<file path="src/rtl/shop_db_v_pkg.sv">
// Shared constants for the shop database: command keys, status words,
// FSM states and the decoded command set.
package shop_db_v_pkg;

    localparam int WORD_W = 64;

    localparam logic [WORD_W-1:0] K_LOGIN   = 64'("Login");
    localparam logic [WORD_W-1:0] K_LOGOUT  = 64'("Logout");
    localparam logic [WORD_W-1:0] K_ADDUSR  = 64'("AddUsr");
    localparam logic [WORD_W-1:0] K_DELUSR  = 64'("DelUsr");
    localparam logic [WORD_W-1:0] K_ADDITEM = 64'("AddItem");
    localparam logic [WORD_W-1:0] K_DELITEM = 64'("DelItem");
    localparam logic [WORD_W-1:0] K_BUY     = 64'("Buy");

    localparam logic [WORD_W-1:0] ST_NONE    = 64'("NONE");
    localparam logic [WORD_W-1:0] ST_OK      = 64'("OK");
    localparam logic [WORD_W-1:0] ST_BADCMD  = 64'("BADCMD");
    localparam logic [WORD_W-1:0] ST_BADARG  = 64'("BADARG");
    localparam logic [WORD_W-1:0] ST_DENIED  = 64'("DENIED");
    localparam logic [WORD_W-1:0] ST_NOUSER  = 64'("NOUSER");
    localparam logic [WORD_W-1:0] ST_EXISTS  = 64'("EXISTS");
    localparam logic [WORD_W-1:0] ST_FULL    = 64'("FULL");
    localparam logic [WORD_W-1:0] ST_QTYMAX  = 64'("QTYMAX");
    localparam logic [WORD_W-1:0] ST_NOITEM  = 64'("NOITEM");
    localparam logic [WORD_W-1:0] ST_SOLDOUT = 64'("SOLDOUT");
    localparam logic [WORD_W-1:0] ST_TIMEOUT = 64'("TIMEOUT");

    typedef enum logic [1:0] {S_IDLE, S_ARG, S_SCAN, S_RESP} state_e;

    typedef enum logic [2:0] {
        C_LOGIN, C_LOGOUT, C_ADDUSR, C_DELUSR, C_ADDITEM, C_DELITEM, C_BUY, C_BAD
    } cmd_e;

    function automatic logic is_item_cmd(input cmd_e c);
        return (c == C_ADDITEM) || (c == C_DELITEM) || (c == C_BUY);
    endfunction

endpackage

</file>
<file path="src/rtl/shop_db_v_if.sv">
// Host-side word bus of the shop database: command/argument in, status out.
interface shop_db_v_if #(
    parameter int A_NUM_CHARS = 8,
    parameter int O_NUM_CHARS = 8,
    parameter int U_NUM_BITS  = 4
);
    logic                       i_rdy;
    logic [U_NUM_BITS-1:0]      i_u;
    logic [A_NUM_CHARS*8-1:0]   i_a;
    logic [O_NUM_CHARS*8-1:0]   o_a;
    logic                       o_vld;
    logic                       o_busy;
    logic [U_NUM_BITS-1:0]      o_cur_user;
    logic                       o_logged_in;

    modport master (output i_rdy, i_u, i_a,
                    input  o_a, o_vld, o_busy, o_cur_user, o_logged_in);
    modport slave  (input  i_rdy, i_u, i_a,
                    output o_a, o_vld, o_busy, o_cur_user, o_logged_in);
endinterface

</file>
<file path="src/rtl/shop_db_v_item_tbl.sv">
// Item inventory: name/qty/valid slots plus a one-slot-per-cycle scanner that
// records the lowest matching slot and the lowest empty slot.
module shop_item_tbl_v #(
    parameter int NAME_W    = 64,
    parameter int MAX_ITEMS = 8,
    parameter int QTY_BITS  = 8,
    parameter int IDX_W     = (MAX_ITEMS > 1) ? $clog2(MAX_ITEMS) : 1
) (
    input  logic                i_clk,
    input  logic                i_reset,
    input  logic                i_start,
    input  logic                i_step,
    input  logic [NAME_W-1:0]   i_name,
    input  logic                i_wr,
    input  logic                i_clr,
    input  logic                i_inc,
    input  logic                i_dec,
    input  logic [IDX_W-1:0]    i_idx,
    output logic                o_last,
    output logic                o_hit,
    output logic [IDX_W-1:0]    o_hit_idx,
    output logic [QTY_BITS-1:0] o_hit_qty,
    output logic                o_free,
    output logic [IDX_W-1:0]    o_free_idx
);
    logic [NAME_W-1:0]   name_q [MAX_ITEMS];
    logic [NAME_W-1:0]   name_d [MAX_ITEMS];
    logic [QTY_BITS-1:0] qty_q  [MAX_ITEMS];
    logic [QTY_BITS-1:0] qty_d  [MAX_ITEMS];
    logic [MAX_ITEMS-1:0] vld_q, vld_d;
    logic [IDX_W-1:0]    idx_q, idx_d, hit_idx_q, hit_idx_d, free_idx_q, free_idx_d;
    logic                hit_q, hit_d, free_q, free_d;

    always_comb begin
        name_d     = name_q;
        qty_d      = qty_q;
        vld_d      = vld_q;
        idx_d      = idx_q;
        hit_d      = hit_q;
        hit_idx_d  = hit_idx_q;
        free_d     = free_q;
        free_idx_d = free_idx_q;
        if (i_start) begin
            idx_d      = '0;
            hit_d      = 1'b0;
            hit_idx_d  = '0;
            free_d     = 1'b0;
            free_idx_d = '0;
        end else if (i_step) begin
            // First hit / first hole win, so later slots never overwrite them.
            if (vld_q[idx_q] && (name_q[idx_q] == i_name) && !hit_q) begin
                hit_d     = 1'b1;
                hit_idx_d = idx_q;
            end
            if (!vld_q[idx_q] && !free_q) begin
                free_d     = 1'b1;
                free_idx_d = idx_q;
            end
            idx_d = idx_q + IDX_W'(1);
        end
        if (i_wr) begin
            name_d[i_idx] = i_name;
            qty_d[i_idx]  = QTY_BITS'(1);
            vld_d[i_idx]  = 1'b1;
        end
        if (i_clr) vld_d[i_idx] = 1'b0;
        if (i_inc) qty_d[i_idx] = qty_q[i_idx] + QTY_BITS'(1);
        if (i_dec) qty_d[i_idx] = qty_q[i_idx] - QTY_BITS'(1);
    end

    always_ff @(posedge i_clk) begin
        if (i_reset) begin
            vld_q      <= '0;
            idx_q      <= '0;
            hit_q      <= 1'b0;
            hit_idx_q  <= '0;
            free_q     <= 1'b0;
            free_idx_q <= '0;
        end else begin
            vld_q      <= vld_d;
            idx_q      <= idx_d;
            hit_q      <= hit_d;
            hit_idx_q  <= hit_idx_d;
            free_q     <= free_d;
            free_idx_q <= free_idx_d;
        end
    end

    always_ff @(posedge i_clk) begin
        name_q <= name_d;
        qty_q  <= qty_d;
    end

    assign o_last     = (idx_q == IDX_W'(MAX_ITEMS - 1));
    assign o_hit      = hit_q;
    assign o_hit_idx  = hit_idx_q;
    assign o_hit_qty  = qty_q[hit_idx_q];
    assign o_free     = free_q;
    assign o_free_idx = free_idx_q;
endmodule

</file>
<file path="src/rtl/shop_db_v.sv">
// Shop database top: command FSM, user table and argument timeout; the item
// inventory lives in shop_item_tbl_v.
module shop_db_v import shop_db_v_pkg::*; #(
    parameter int A_NUM_CHARS = 8,
    parameter int O_NUM_CHARS = 8,
    parameter int U_NUM_BITS  = 4,
    parameter int MAX_USERS   = 5,
    parameter int MAX_ITEMS   = 8,
    parameter int QTY_BITS    = 8,
    parameter int ARG_TIMEOUT = 255
) (
    input  logic      i_clk,
    input  logic      i_reset,
    shop_db_v_if.slave bus
);
    localparam int A_W    = A_NUM_CHARS * 8;
    localparam int O_W    = O_NUM_CHARS * 8;
    localparam int IDX_W  = (MAX_ITEMS > 1) ? $clog2(MAX_ITEMS) : 1;
    localparam int TMO_W  = $clog2(ARG_TIMEOUT + 1);
    localparam int U_SPAN = 2 ** U_NUM_BITS;
    localparam int UW1    = U_NUM_BITS + 1;

    state_e                state_q, state_d;
    cmd_e                  cmd_q, cmd_d, cmd_in;
    logic [WORD_W-1:0]     status_q, status_d;
    logic [A_W-1:0]        name_q, name_d;
    logic                  exec_q, exec_d, rdy_q, rdy_d, logged_q, logged_d, o_vld_q, o_vld_d;
    logic [TMO_W-1:0]      tmo_q, tmo_d;
    logic [U_NUM_BITS-1:0] cur_user_q, cur_user_d;
    logic [MAX_USERS-1:0]  user_vld_q, user_vld_d;
    logic [U_SPAN-1:0]     uvld_ext, uvld_ext_d;
    logic [O_W-1:0]        o_a_q, o_a_d;
    logic                  accept, admin, u_in, u_exists;
    logic                  tbl_start, tbl_step, tbl_wr, tbl_clr, tbl_inc, tbl_dec;
    logic                  tbl_last, tbl_hit, tbl_free;
    logic [IDX_W-1:0]      tbl_idx, tbl_hit_idx, tbl_free_idx;
    logic [QTY_BITS-1:0]   tbl_hit_qty;

    function automatic cmd_e decode_cmd(input logic [A_W-1:0] w);
        if (w == A_W'(K_LOGIN))   return C_LOGIN;
        if (w == A_W'(K_LOGOUT))  return C_LOGOUT;
        if (w == A_W'(K_ADDUSR))  return C_ADDUSR;
        if (w == A_W'(K_DELUSR))  return C_DELUSR;
        if (w == A_W'(K_ADDITEM)) return C_ADDITEM;
        if (w == A_W'(K_DELITEM)) return C_DELITEM;
        if (w == A_W'(K_BUY))     return C_BUY;
        return C_BAD;
    endfunction

    assign rdy_d    = bus.i_rdy;
    assign accept   = bus.i_rdy & ~rdy_q;
    assign admin    = logged_q && (cur_user_q == '0);
    assign cmd_in   = decode_cmd(bus.i_a);
    // Zero-extended user table so any i_u can index it; out-of-range ids read as absent.
    assign uvld_ext = U_SPAN'(user_vld_q);
    assign u_in     = {1'b0, bus.i_u} < UW1'(MAX_USERS);
    assign u_exists = uvld_ext[bus.i_u];

    always_comb begin
        state_d    = state_q;
        cmd_d      = cmd_q;
        status_d   = status_q;
        name_d     = name_q;
        exec_d     = exec_q;
        tmo_d      = tmo_q;
        cur_user_d = cur_user_q;
        logged_d   = logged_q;
        uvld_ext_d = uvld_ext;
        o_a_d      = o_a_q;
        o_vld_d    = 1'b0;
        tbl_start  = 1'b0;
        tbl_step   = 1'b0;
        tbl_wr     = 1'b0;
        tbl_clr    = 1'b0;
        tbl_inc    = 1'b0;
        tbl_dec    = 1'b0;
        tbl_idx    = '0;
        case (state_q)
            S_IDLE: if (accept) begin
                cmd_d  = cmd_in;
                exec_d = 1'b0;
                tmo_d  = '0;
                if (is_item_cmd(cmd_in)) begin
                    state_d = S_ARG;
                end else begin
                    state_d = S_RESP;
                    case (cmd_in)
                        C_LOGIN: begin
                            if (!u_in || !u_exists) status_d = ST_NOUSER;
                            else if (logged_q)      status_d = ST_DENIED;
                            else begin
                                status_d   = ST_OK;
                                cur_user_d = bus.i_u;
                                logged_d   = 1'b1;
                            end
                        end
                        C_LOGOUT: begin
                            status_d = ST_OK;
                            logged_d = 1'b0;
                        end
                        C_ADDUSR: begin
                            if (!admin)        status_d = ST_DENIED;
                            else if (!u_in)    status_d = ST_NOUSER;
                            else if (u_exists) status_d = ST_EXISTS;
                            else begin
                                status_d            = ST_OK;
                                uvld_ext_d[bus.i_u] = 1'b1;
                            end
                        end
                        C_DELUSR: begin
                            if (!admin)                 status_d = ST_DENIED;
                            else if (!u_in)             status_d = ST_NOUSER;
                            else if (bus.i_u == '0)     status_d = ST_DENIED;
                            else if (!u_exists)         status_d = ST_NOUSER;
                            else begin
                                status_d            = ST_OK;
                                uvld_ext_d[bus.i_u] = 1'b0;
                            end
                        end
                        default: status_d = ST_BADCMD;
                    endcase
                end
            end
            S_ARG: begin
                if (accept) begin
                    if (bus.i_a == '0) begin
                        status_d = ST_BADARG;
                        state_d  = S_RESP;
                    end else begin
                        name_d    = bus.i_a;
                        exec_d    = 1'b1;
                        tbl_start = 1'b1;
                        state_d   = S_SCAN;
                    end
                end else if (tmo_q == TMO_W'(ARG_TIMEOUT - 1)) begin
                    status_d = ST_TIMEOUT;
                    state_d  = S_RESP;
                end else begin
                    tmo_d = tmo_q + TMO_W'(1);
                end
            end
            S_SCAN: begin
                tbl_step = 1'b1;
                if (tbl_last) state_d = S_RESP;
            end
            default: begin
                // RESP: publish the status; item commands execute here on the scan result.
                state_d = S_IDLE;
                o_vld_d = 1'b1;
                o_a_d   = O_W'(status_q);
                if (exec_q) begin
                    o_a_d = O_W'(ST_DENIED);
                    case (cmd_q)
                        C_ADDITEM: if (admin) begin
                            if (tbl_hit) begin
                                if (&tbl_hit_qty) o_a_d = O_W'(ST_QTYMAX);
                                else begin
                                    o_a_d   = O_W'(ST_OK);
                                    tbl_inc = 1'b1;
                                    tbl_idx = tbl_hit_idx;
                                end
                            end else if (tbl_free) begin
                                o_a_d   = O_W'(ST_OK);
                                tbl_wr  = 1'b1;
                                tbl_idx = tbl_free_idx;
                            end else o_a_d = O_W'(ST_FULL);
                        end
                        C_DELITEM: if (admin) begin
                            if (tbl_hit) begin
                                o_a_d   = O_W'(ST_OK);
                                tbl_clr = 1'b1;
                                tbl_idx = tbl_hit_idx;
                            end else o_a_d = O_W'(ST_NOITEM);
                        end
                        C_BUY: if (logged_q && (cur_user_q != '0)) begin
                            if (!tbl_hit)                o_a_d = O_W'(ST_NOITEM);
                            else if (tbl_hit_qty == '0)  o_a_d = O_W'(ST_SOLDOUT);
                            else begin
                                o_a_d   = O_W'(ST_OK);
                                tbl_dec = 1'b1;
                                tbl_idx = tbl_hit_idx;
                            end
                        end
                        default: o_a_d = O_W'(ST_DENIED);
                    endcase
                end
            end
        endcase
    end

    assign user_vld_d = uvld_ext_d[MAX_USERS-1:0];

    always_ff @(posedge i_clk) begin
        if (i_reset) begin
            state_q    <= S_IDLE;
            rdy_q      <= 1'b0;
            exec_q     <= 1'b0;
            tmo_q      <= '0;
            cur_user_q <= '0;
            logged_q   <= 1'b0;
            user_vld_q <= MAX_USERS'(1);
            o_a_q      <= O_W'(ST_NONE);
            o_vld_q    <= 1'b0;
        end else begin
            state_q    <= state_d;
            rdy_q      <= rdy_d;
            exec_q     <= exec_d;
            tmo_q      <= tmo_d;
            cur_user_q <= cur_user_d;
            logged_q   <= logged_d;
            user_vld_q <= user_vld_d;
            o_a_q      <= o_a_d;
            o_vld_q    <= o_vld_d;
        end
    end

    always_ff @(posedge i_clk) begin
        cmd_q    <= cmd_d;
        status_q <= status_d;
        name_q   <= name_d;
    end

    shop_item_tbl_v #(
        .NAME_W    (A_W),
        .MAX_ITEMS (MAX_ITEMS),
        .QTY_BITS  (QTY_BITS),
        .IDX_W     (IDX_W)
    ) u_tbl (
        .i_clk      (i_clk),
        .i_reset    (i_reset),
        .i_start    (tbl_start),
        .i_step     (tbl_step),
        .i_name     (name_q),
        .i_wr       (tbl_wr),
        .i_clr      (tbl_clr),
        .i_inc      (tbl_inc),
        .i_dec      (tbl_dec),
        .i_idx      (tbl_idx),
        .o_last     (tbl_last),
        .o_hit      (tbl_hit),
        .o_hit_idx  (tbl_hit_idx),
        .o_hit_qty  (tbl_hit_qty),
        .o_free     (tbl_free),
        .o_free_idx (tbl_free_idx)
    );

    assign bus.o_a         = o_a_q;
    assign bus.o_vld       = o_vld_q;
    assign bus.o_busy      = (state_q != S_IDLE);
    assign bus.o_cur_user  = cur_user_q;
    assign bus.o_logged_in = logged_q;
endmodule

</file>
<file path="src/flat_wrapper.sv">
// flat-port wrapper written by rule: the top's interface ports become plain ports
module shop_db_v_flat import shop_db_v_pkg::*;
#(
    parameter int A_NUM_CHARS = 8,
    parameter int O_NUM_CHARS = 8,
    parameter int U_NUM_BITS  = 4,
    parameter int MAX_USERS   = 5,
    parameter int MAX_ITEMS   = 8,
    parameter int QTY_BITS    = 8,
    parameter int ARG_TIMEOUT = 255
)
  (i_clk, i_reset, bus_i_rdy, bus_i_u, bus_i_a, bus_o_a, bus_o_vld, bus_o_busy, bus_o_cur_user, bus_o_logged_in);
  shop_db_v_if #(.A_NUM_CHARS(A_NUM_CHARS), .O_NUM_CHARS(O_NUM_CHARS), .U_NUM_BITS(U_NUM_BITS)) bus_i ();
  input  logic i_clk;
  input  logic i_reset;
  input wire logic [$bits(bus_i.i_rdy)-1:0] bus_i_rdy;
  input wire logic [$bits(bus_i.i_u)-1:0] bus_i_u;
  input wire logic [$bits(bus_i.i_a)-1:0] bus_i_a;
  output wire logic [$bits(bus_i.o_a)-1:0] bus_o_a;
  output wire logic [$bits(bus_i.o_vld)-1:0] bus_o_vld;
  output wire logic [$bits(bus_i.o_busy)-1:0] bus_o_busy;
  output wire logic [$bits(bus_i.o_cur_user)-1:0] bus_o_cur_user;
  output wire logic [$bits(bus_i.o_logged_in)-1:0] bus_o_logged_in;
  assign bus_i.i_rdy = bus_i_rdy;
  assign bus_i.i_u = bus_i_u;
  assign bus_i.i_a = bus_i_a;
  assign bus_o_a = bus_i.o_a;
  assign bus_o_vld = bus_i.o_vld;
  assign bus_o_busy = bus_i.o_busy;
  assign bus_o_cur_user = bus_i.o_cur_user;
  assign bus_o_logged_in = bus_i.o_logged_in;
  shop_db_v #(.A_NUM_CHARS(A_NUM_CHARS), .O_NUM_CHARS(O_NUM_CHARS), .U_NUM_BITS(U_NUM_BITS), .MAX_USERS(MAX_USERS), .MAX_ITEMS(MAX_ITEMS), .QTY_BITS(QTY_BITS), .ARG_TIMEOUT(ARG_TIMEOUT)) u_core (.i_clk(i_clk), .i_reset(i_reset), .bus(bus_i));
endmodule
</file>
<file path="config.mk">
export PLATFORM = sky130hd
export DESIGN_NAME = shop_db_v_flat
export DESIGN_NICKNAME = d
export VERILOG_FILES = /design/src/rtl/shop_db_v_pkg.sv /design/src/rtl/shop_db_v_if.sv /design/src/rtl/shop_db_v_item_tbl.sv /design/src/rtl/shop_db_v.sv /design/src/flat_wrapper.sv
export SDC_FILE = /design/constraint.sdc
export NUM_CORES = 1
export LEC_CHECK = 0
export BUFFER_PORTS_ARGS = -buffer_cell sky130_fd_sc_hd__clkbuf_2
export CAP_MARGIN = 20
export CORE_UTILIZATION = 40
export DETAILED_ROUTE_END_ITERATION = 8
export PLACE_DENSITY_LB_ADDON = 0.12
export SYNTH_ARGS = -nofsm -noshare
export SYNTH_HDL_FRONTEND = slang
export SYNTH_SLANG_ARGS = --single-unit
</file>
<file path="constraint.sdc">
create_clock -name i_clk -period 6.1 [get_ports i_clk]
set_input_delay 0.305 -clock i_clk [delete_from_list [all_inputs] [get_ports i_clk]]
set_output_delay 0.305 -clock i_clk [all_outputs]
set_load 0.02 [all_outputs]
</file>
==> results.md, run 1 <==
* Placed cell areas at 0.0337 mm^2
* Setup repair after global routing missed its margin: no
* Part of the cycle the worst path needs at 86.3%
* Antenna Violating Nets Remaining at 0
* Area grow syn2layout at 16.6%
* Start of the worst register-to-register path: u_core.u_tbl.o_hit_idx[1]
* Count of flip-flops with a built-in enable after synthesis at 604
* Yosys Warn Count at 0
* Port Buf Inserts at 116
* Sequential area share after synthesis at 66.0%
* Maximum number of pins on one net before global-route repair at 80
* Worst reg2reg path endpoint: u_core.u_tbl.qty_q[17]
* Final setup violation count at 0
* Number of nets at the end of the flow at 2424
* Max-capacitance violation count at 0
* Max clock buf depth at 3
* Required time of the critical path at 6.57 ns
* Yosys reg bits at 745
* Max-slew violations at 0
* Commonest register cell after synthesis: edfxtp_1
* Post-Syn Area per Cell at 15.0 um^2
* Maximum clock frequency at 190 MHz
* Critical Path Start Type: flip-flop
* Number of instances in the synthesized netlist at 2120
* Number of failing hold endpoints at the final stage at 0
* Worst Reg-to-Reg Cells at 14
* Worst rel slew slack at 27.9%
* Die Outline Area at 0.0805 mm^2
* Synthesized cell area at 0.0318 mm^2
* Hold_sp: bus_i_a[26]
* Std-Cell Core Area at 0.0780 mm^2
* Placed wire-length estimate after detailed placement at 62.1 mm
* Post-synthesis cell type count at 93
* Terminating pin of the worst hold path: u_core.name_q[26]
* Number of buffers created by CTS at 82
* Clock transition time at the flip-flop clock pins of the worst setup and hold paths at 0.06 ns
* Worst-path maximum fanout at 24
* Power density cells at 332 mW/mm^2
* Gr ovfl total at 0
* CTS sink cnt at 745
* Via count of the first global-routing pass at 20.3k
* Total via count in the routed design at 20.1k
* Register-to-register setup slack at 0.84 ns
* Global routing usage on met1 at 31.9%
* Clock tree from TritonCTS: yes
* Fraction of met2 tracks used by global routing at 37.5%
* Most common cell in the synthesized netlist: edfxtp_1
* Core Rows at 102
* Top-level I/O count at 142
* Post-CTS Resized at 0
* Skew final at 0.0403 ns
* Cell-by-cell trace of the critical path: mux4_2 -> mux2i_1 -> or4_4 -> o31ai_4 -> a31o_2 -> nor4_2 -> buf_4 -> a32o_1 -> a211oi_2 -> inv_1 -> ha_1 -> nand2_1 -> a31oi_1 -> o22ai_1
* Hold Slack at 0.0305 ns
* Worst Path Arrival at 5.73 ns
* Leakage power at 0.0119 uW
* CP max stage delay at 0.86 ns
* Clock latency on the worst-skew pair at 0.65 ns
* TNS Setup at 0 ns
* Crit path capture type: flip-flop
* Share of the synthesized area in the top cell type at 57.1%
* Crit path kind: reg -> reg
* Final Routed Wirelength at 94.4 mm
* Count of H-tree levels built during CTS at 3
* Final routed DRC violation total at 0
* Die width at 284 um
* Largest area contributor in the netlist: edfxtp_1
* Fraction of layout cells with a size suffix above 1 at 20.8%
* Number of design-rule violations left by the first detailed-router iteration at 1894
* Non-Filler Cell Area, Final at 0.0370 mm^2
* Run status: finished clean
* Mean routed wirelength per cell at 27.3 um
* Combined global-route utilization of all metal layers at 23.2%
* Min-Delay Path Class: in -> reg
* Initial core utilization at 40.7%
* First-pass DRT Iterations at 7
* Async SR Flop Fraction at 0%
* Shortest period the worst path allows at 5.26 ns
* Final weighted congestion in routability-driven placement at 0.943
* IR Drop Worst-Case VDD at 0.212 mV
* Vias per std cell at 5.83
* Main area contributors after synthesis: edfxtp_1 (57%), mux4_2 (10%), dfxtp_1 (8.9%), mux2i_1 (3.1%), nor2_1 (1.9%)
* Die Y at 284 um
* Global-route wire length before repair at 137 mm
* Antenna violations before repair at 2
* GRT busiest layer: met2
* Clk root buf: clkbuf_16
* List of most frequent post-synthesis cells: edfxtp_1 (604), nor2_1 (162), nand2_1 (157)
* Worst slew pin tran at 1.07 ns
* Hold path cells at 1
* Slowest CP cell: ha_1
* Met3 capacity usage during global routing at 3.73%
per-stage QoR:
stage | power (uW) | setup WS (ns) | utilization, % | instances
2_1_floorplan | 6990 | 0.0774 | - | 2143
3_3_place_gp | 7430 | 0.963 | 43.2 | 3239
3_5_place_dp | 7440 | 0.925 | 43.3 | 3241
4_1_cts | 12400 | 0.896 | 47.5 | 3448
5_1_grt | 12700 | 0.504 | 47.5 | 3449
6_report | 12300 | 0.838 | 47.5 | 3451
cells by family after synthesis:
family          Yosys count  share of synthesized area [%]
flops                   745                           66.0
simple gates            568                           8.77
compound gates          327                           7.17
mux                     247                           13.6
buf+inv                 162                           2.43
xor+xnor                 59                           1.63
fa+ha+maj                10                          0.394
other cells               2                         0.0236
metal layers:
metal  routed length [um]  share of wire, %
met1                40800                43
met4                 3040               3.2
met2                44800                47
met3                 5790               6.1
met5                    0                 0
worst max-delay path by stage:
stage                                    from  slack (ns)                     end  cells past startpoint
detailed placement  u_core.u_tbl.o_hit_idx[0]        0.92  u_core.u_tbl.qty_q[41]                     15
global route        u_core.u_tbl.o_hit_idx[1]        0.50  u_core.u_tbl.qty_q[25]                     14
global placement    u_core.u_tbl.o_hit_idx[0]        0.96  u_core.u_tbl.qty_q[13]                     13
floorplan            u_core.bus.o_cur_user[3]        0.08   u_core.u_tbl.qty_q[4]                     12
finish              u_core.u_tbl.o_hit_idx[1]        0.84  u_core.u_tbl.qty_q[17]                     14
CTS                 u_core.u_tbl.o_hit_idx[0]        0.90  u_core.u_tbl.qty_q[41]                     15
area by class of cell:
class	instances	area, um^2
clock buffer	104	2210
antenna	2	5.00
fill	6855	41000
tap	1040	1300
sequential	745	21000
timing repair buffer	237	1730
multi-input combinational	1236	10200
inverter	41	159
clock inverter	46	492
registers in the layout, indices dropped and copies added, names as in the netlist, 4 cells and up, named ones only:
| signal | flops |
|---|---|
| u_core.u_tbl.vld_q | 8 |
| u_core.name_q | 64 |
| u_core.tmo_q | 8 |
| u_core.bus.o_a | 35 |
| u_core.status_q | 25 |
| u_core.u_tbl.name_q | 512 |
| u_core.u_tbl.qty_q | 64 |
| u_core.bus.o_cur_user | 4 |
repair_timing:
item / CTS / global route
hold endpoints to repair: 57 / 1
buffers inserted: 0 / 0
hold buffers: 57 / 1
critical path, delay by kind of cell, from the launching register on:
kind / cells / cell delay, ns
AOI/OAI and AO/OA: 6 / 1.82
adders and majority gates: 1 / 0.86
and+or+nand+nor: 3 / 0.82
muxes: 2 / 0.47
DFF: 1 / 0.79
buffers and inverters: 2 / 0.32
report_power, final:
| group | internal (uW) | switching (uW) | leakage, uW |
|---|---|---|---|
| logic | 697 | 823 | 0.00407 |
| clock network | 2880 | 2070 | 0.00131 |
| registers | 5670 | 150 | 0.00656 |
layout by cell type, fill, tap and decap left out, drive strengths merged, types with 11 or more instances in the layout:
cell type / netlist / routed
o22ai: 17 / 17
dfxtp: 141 / 141
nor2: 164 / 164
o21ai: 58 / 58
xor2: 29 / 29
a211oi: 23 / 23
edfxtp: 604 / 604
nand3: 30 / 30
nor3: 49 / 49
clkbuf: 54 / 220
buf: 67 / 63
conb: 2 / 25
mux2i: 97 / 97
or2: 14 / 14
nand2: 157 / 157
nor2b: 11 / 11
nand4: 28 / 28
and2: 14 / 14
or4: 11 / 11
a31oi: 16 / 16
dlygate4sd3: 0 / 58
a221oi: 28 / 28
a22oi: 14 / 14
clkinv: 0 / 36
nor4: 32 / 32
mux4: 147 / 147
o221ai: 14 / 14
a21oi: 80 / 80
xnor2: 30 / 30
inv: 41 / 40
or3: 12 / 12
No activity file was read; power rests on OpenSTA's default activity.
==> inputs of run 2 (changes only) <==
- ABC_AREA: not set -> 1
- HOLD_SLACK_MARGIN: not set -> 0.06
==> results.md, run 2 <==
* TNS Setup at 0 ns (unchanged)
* Share of the synthesized area in the top cell type at 54.6% (-2.5 points)
* Post-CTS Resized at 0 (unchanged)
* Count of H-tree levels built during CTS at 3 (unchanged)
* Clock transition time at the flip-flop clock pins of the worst setup and hold paths at 0.06 ns (about the same)
* Worst slew pin tran at 1.12 ns (+0.0455 ns)
* Power density cells at 356 mW/mm^2 (+7.3%)
* Met3 capacity usage during global routing at 3.62% (-0.11 points)
* Gr ovfl total at 0 (unchanged)
* Max-slew violations at 0 (unchanged)
* Final routed DRC violation total at 0 (unchanged)
* Part of the cycle the worst path needs at 78.9% (-7.3 points)
* Register with the highest flop count: u_core.u_tbl.name_q
* Post-synthesis cell type count at 67 (-28%)
* Global-route wire length before repair at 155 mm (+13%)
* Antenna Violating Nets Remaining at 0 (unchanged)
* Crit path kind: reg -> reg
* Count of flip-flops with a built-in enable after synthesis at 604 (unchanged)
* IR Drop Worst-Case VDD at 0.217 mV (+2.3%)
* Final Routed Wirelength at 104 mm (+10%)
* Worst rel slew slack at 24.9% (-2.9 points)
* Antenna violations before repair at 13 (+11)
* Clk root buf: clkbuf_16
* Global routing usage on met1 at 34.6% (+2.7 points)
* Max-capacitance violation count at 0 (unchanged)
* Critical Path Start Type: flip-flop
* Placed wire-length estimate after detailed placement at 64.6 mm (+4.1%)
* GRT busiest layer: met2
* Setup repair after global routing missed its margin: no
* Sequential area share after synthesis at 63.1% (-2.9 points)
* Required time of the critical path at 6.61 ns (+0.04 ns)
* Non-Filler Cell Area, Final at 0.0384 mm^2 (+3.6%)
* Total via count in the routed design at 25.5k (+27%)
* Min-Delay Path Class: in -> reg
* Shortest period the worst path allows at 4.82 ns (-0.447 ns)
* Post-Syn Area per Cell at 10.1 um^2 (-32%)
* Leading cell types in the layout, fill and taps excluded: edfxtp_1 (604), nand2_1 (512), nor2_1 (440)
* Commonest register cell after synthesis: edfxtp_1
* Async SR Flop Fraction at 0% (unchanged)
* Most common cell in the synthesized netlist: edfxtp_1
* Die Y at 290 um (+2.2%)
* Mean routed wirelength per cell at 22.7 um (-17%)
* Crit path capture type: flip-flop
* Run status: finished clean
* Clock tree from TritonCTS: yes
* Worst-path maximum fanout at 100 (+320%)
* Fraction of met2 tracks used by global routing at 37.8% (+0.29 points)
* Area grow syn2layout at 15.5%
* Maximum number of pins on one net before global-route repair at 101 (+26%)
* First-pass DRT Iterations at 6 (-1)
* Port Buf Inserts at 116 (unchanged)
* Number of instances in the synthesized netlist at 3276 (+55%)
* Clock latency on the worst-skew pair at 0.65 ns (about the same)
* Most common cell after layout, fill and taps aside: edfxtp_1
* List of most frequent post-synthesis cells: edfxtp_1 (604), nand2_1 (512), nor2_1 (443)
* Top-level I/O count at 142 (unchanged)
* Final weighted congestion in routability-driven placement at 0.973 (+3.2%)
* Final setup violation count at 0 (unchanged)
* Utilization after layout at 46.7% (-0.76 points)
* Number of nets at the end of the flow at 3511 (+45%)
* Largest area contributor in the netlist: edfxtp_1
* Number of flip-flops in the largest register at 512 (unchanged)
* Yosys reg bits at 745 (unchanged)
* Synthesized cell area at 0.0332 mm^2 (+4.6%)
* Number of buffers created by CTS at 84 (+2.4%)
* Via count of the first global-routing pass at 24.5k (+21%)
* Maximum clock frequency at 208 MHz (+9.3%)
* Die Outline Area at 0.0842 mm^2 (+4.5%)
* Placed cell areas at 0.0348 mm^2 (+3.1%)
* Max clock buf depth at 3 (unchanged)
* CTS sink cnt at 745 (unchanged)
* Leakage power at 0.0138 uW (+16%)
* Vias per std cell at 5.57 (-4.4%)
* Number of failing hold endpoints at the final stage at 0 (unchanged)
* Std-Cell Core Area at 0.0821 mm^2 (+5.3%)
* Registers with the most flip-flops: u_core.u_tbl.name_q (512), u_core.name_q (64), u_core.u_tbl.qty_q (64)
* Yosys Warn Count at 0 (unchanged)
* Core Rows at 105 (+2.9%)
* Initial core utilization at 40.5% (-0.28 points)
* Skew final at 0.0393 ns (-0.000950 ns)
* Fraction of layout cells with a size suffix above 1 at 10.8% (-10 points)
* Main area contributors after synthesis: edfxtp_1 (55%), dfxtp_1 (8.5%), nand2_1 (5.8%), o21ai_0 (5.8%), nor2_1 (5.0%)
* Worst Path Arrival at 5.33 ns (-0.40 ns)
* Number of design-rule violations left by the first detailed-router iteration at 2328 (+23%)
* Die width at 290 um (+2.2%)
* Combined global-route utilization of all metal layers at 24.2% (+1.0 points)
==> run 2: final timing paths <==
kind                                             from                        end  slack (ns)  cells after the start
worst max-delay path            u_core.u_tbl.idx_q[0]  u_core.u_tbl.o_hit_idx[0]        1.28                     13
worst min-delay path                       bus_i_a[0]           u_core.name_q[0]        0.11                      1
worst max register to register  u_core.u_tbl.idx_q[0]  u_core.u_tbl.o_hit_idx[0]        1.28                     13
worst min register to register              flip-flop                  flip-flop        0.46                      2
==> run 2: timing repair <==
| action | CTS | global route |
|---|---|---|
| hold buffers | 68 | 0 |
| setup endpoints to repair | 0 | 0 |
| setup buffers | 0 | 0 |
| hold endpoints to repair | 71 | 0 |
==> run 2: kinds of logic (layout without fill, tap and decap cells) <==
kind of cell | after synthesis | after routing | synth area share, %
xor gates and xnor gates | 36 | 36 | 1.03
AOI/OAI and AO/OA | 773 | 773 | 13.5
buffers and inverters | 459 | 661 | 5.89
DFF | 745 | 745 | 63.1
adders and majority gates | 10 | 10 | 0.377
and+or+nand+nor | 1251 | 1251 | 16.1
other | 2 | 34 | 0.0226
==> run 2: stage by stage <==
stage	hold slack, ns	setup WS [ns]	std cells	total power (uW)
2_1_floorplan	0.404	0.647	3299	7660
3_3_place_gp	0.431	1.29	4346	8500
3_5_place_dp	0.446	1.33	4346	8540
4_1_cts	0.0689	1.31	4571	13700
5_1_grt	0.0759	0.923	4575	14200
6_report	0.106	1.28	4580	13700
==> run 2: power breakdown <==
group | switching, uW | total [uW] | internal [uW]
Sequential | 212 | 5910 | 5700
Combinational | 1810 | 2580 | 770
Clock | 2110 | 5160 | 3050
==> run 2: final cells by class <==
type                    count  area (um^2)
clock inverters            38          474
clock buffers             119         2390
diodes                      9         22.5
flip-flops and latches    745        21000
repair buffers            225         1670
multi-input cells        2095        10400
fillers                  7667        43800
inverters                 279         1060
well taps                1070         1340
==> run 2: critical path, cell delays in order, from the launching register on <==
cell,delay [ns]
dfxtp_4,0.53
inv_6,0.67
buf_4,0.60
o21ai_0,0.15
o22ai_1,0.26
nand2_1,0.10
nand2_1,0.12
o22ai_1,0.12
nor4_1,0.39
nand4_1,0.27
nor4_1,0.55
nand3_1,0.43
nand2_1,0.15
nor3b_1,0.29
==> run 2: layer usage <==
layer  vias to the layer above  part of all wire (%)
met4                         4                   2.8
met5                         -                 0.030
met3                       168                   7.0
met1                     12500                    45
met2                      1000                    45
li1                      11800                     -
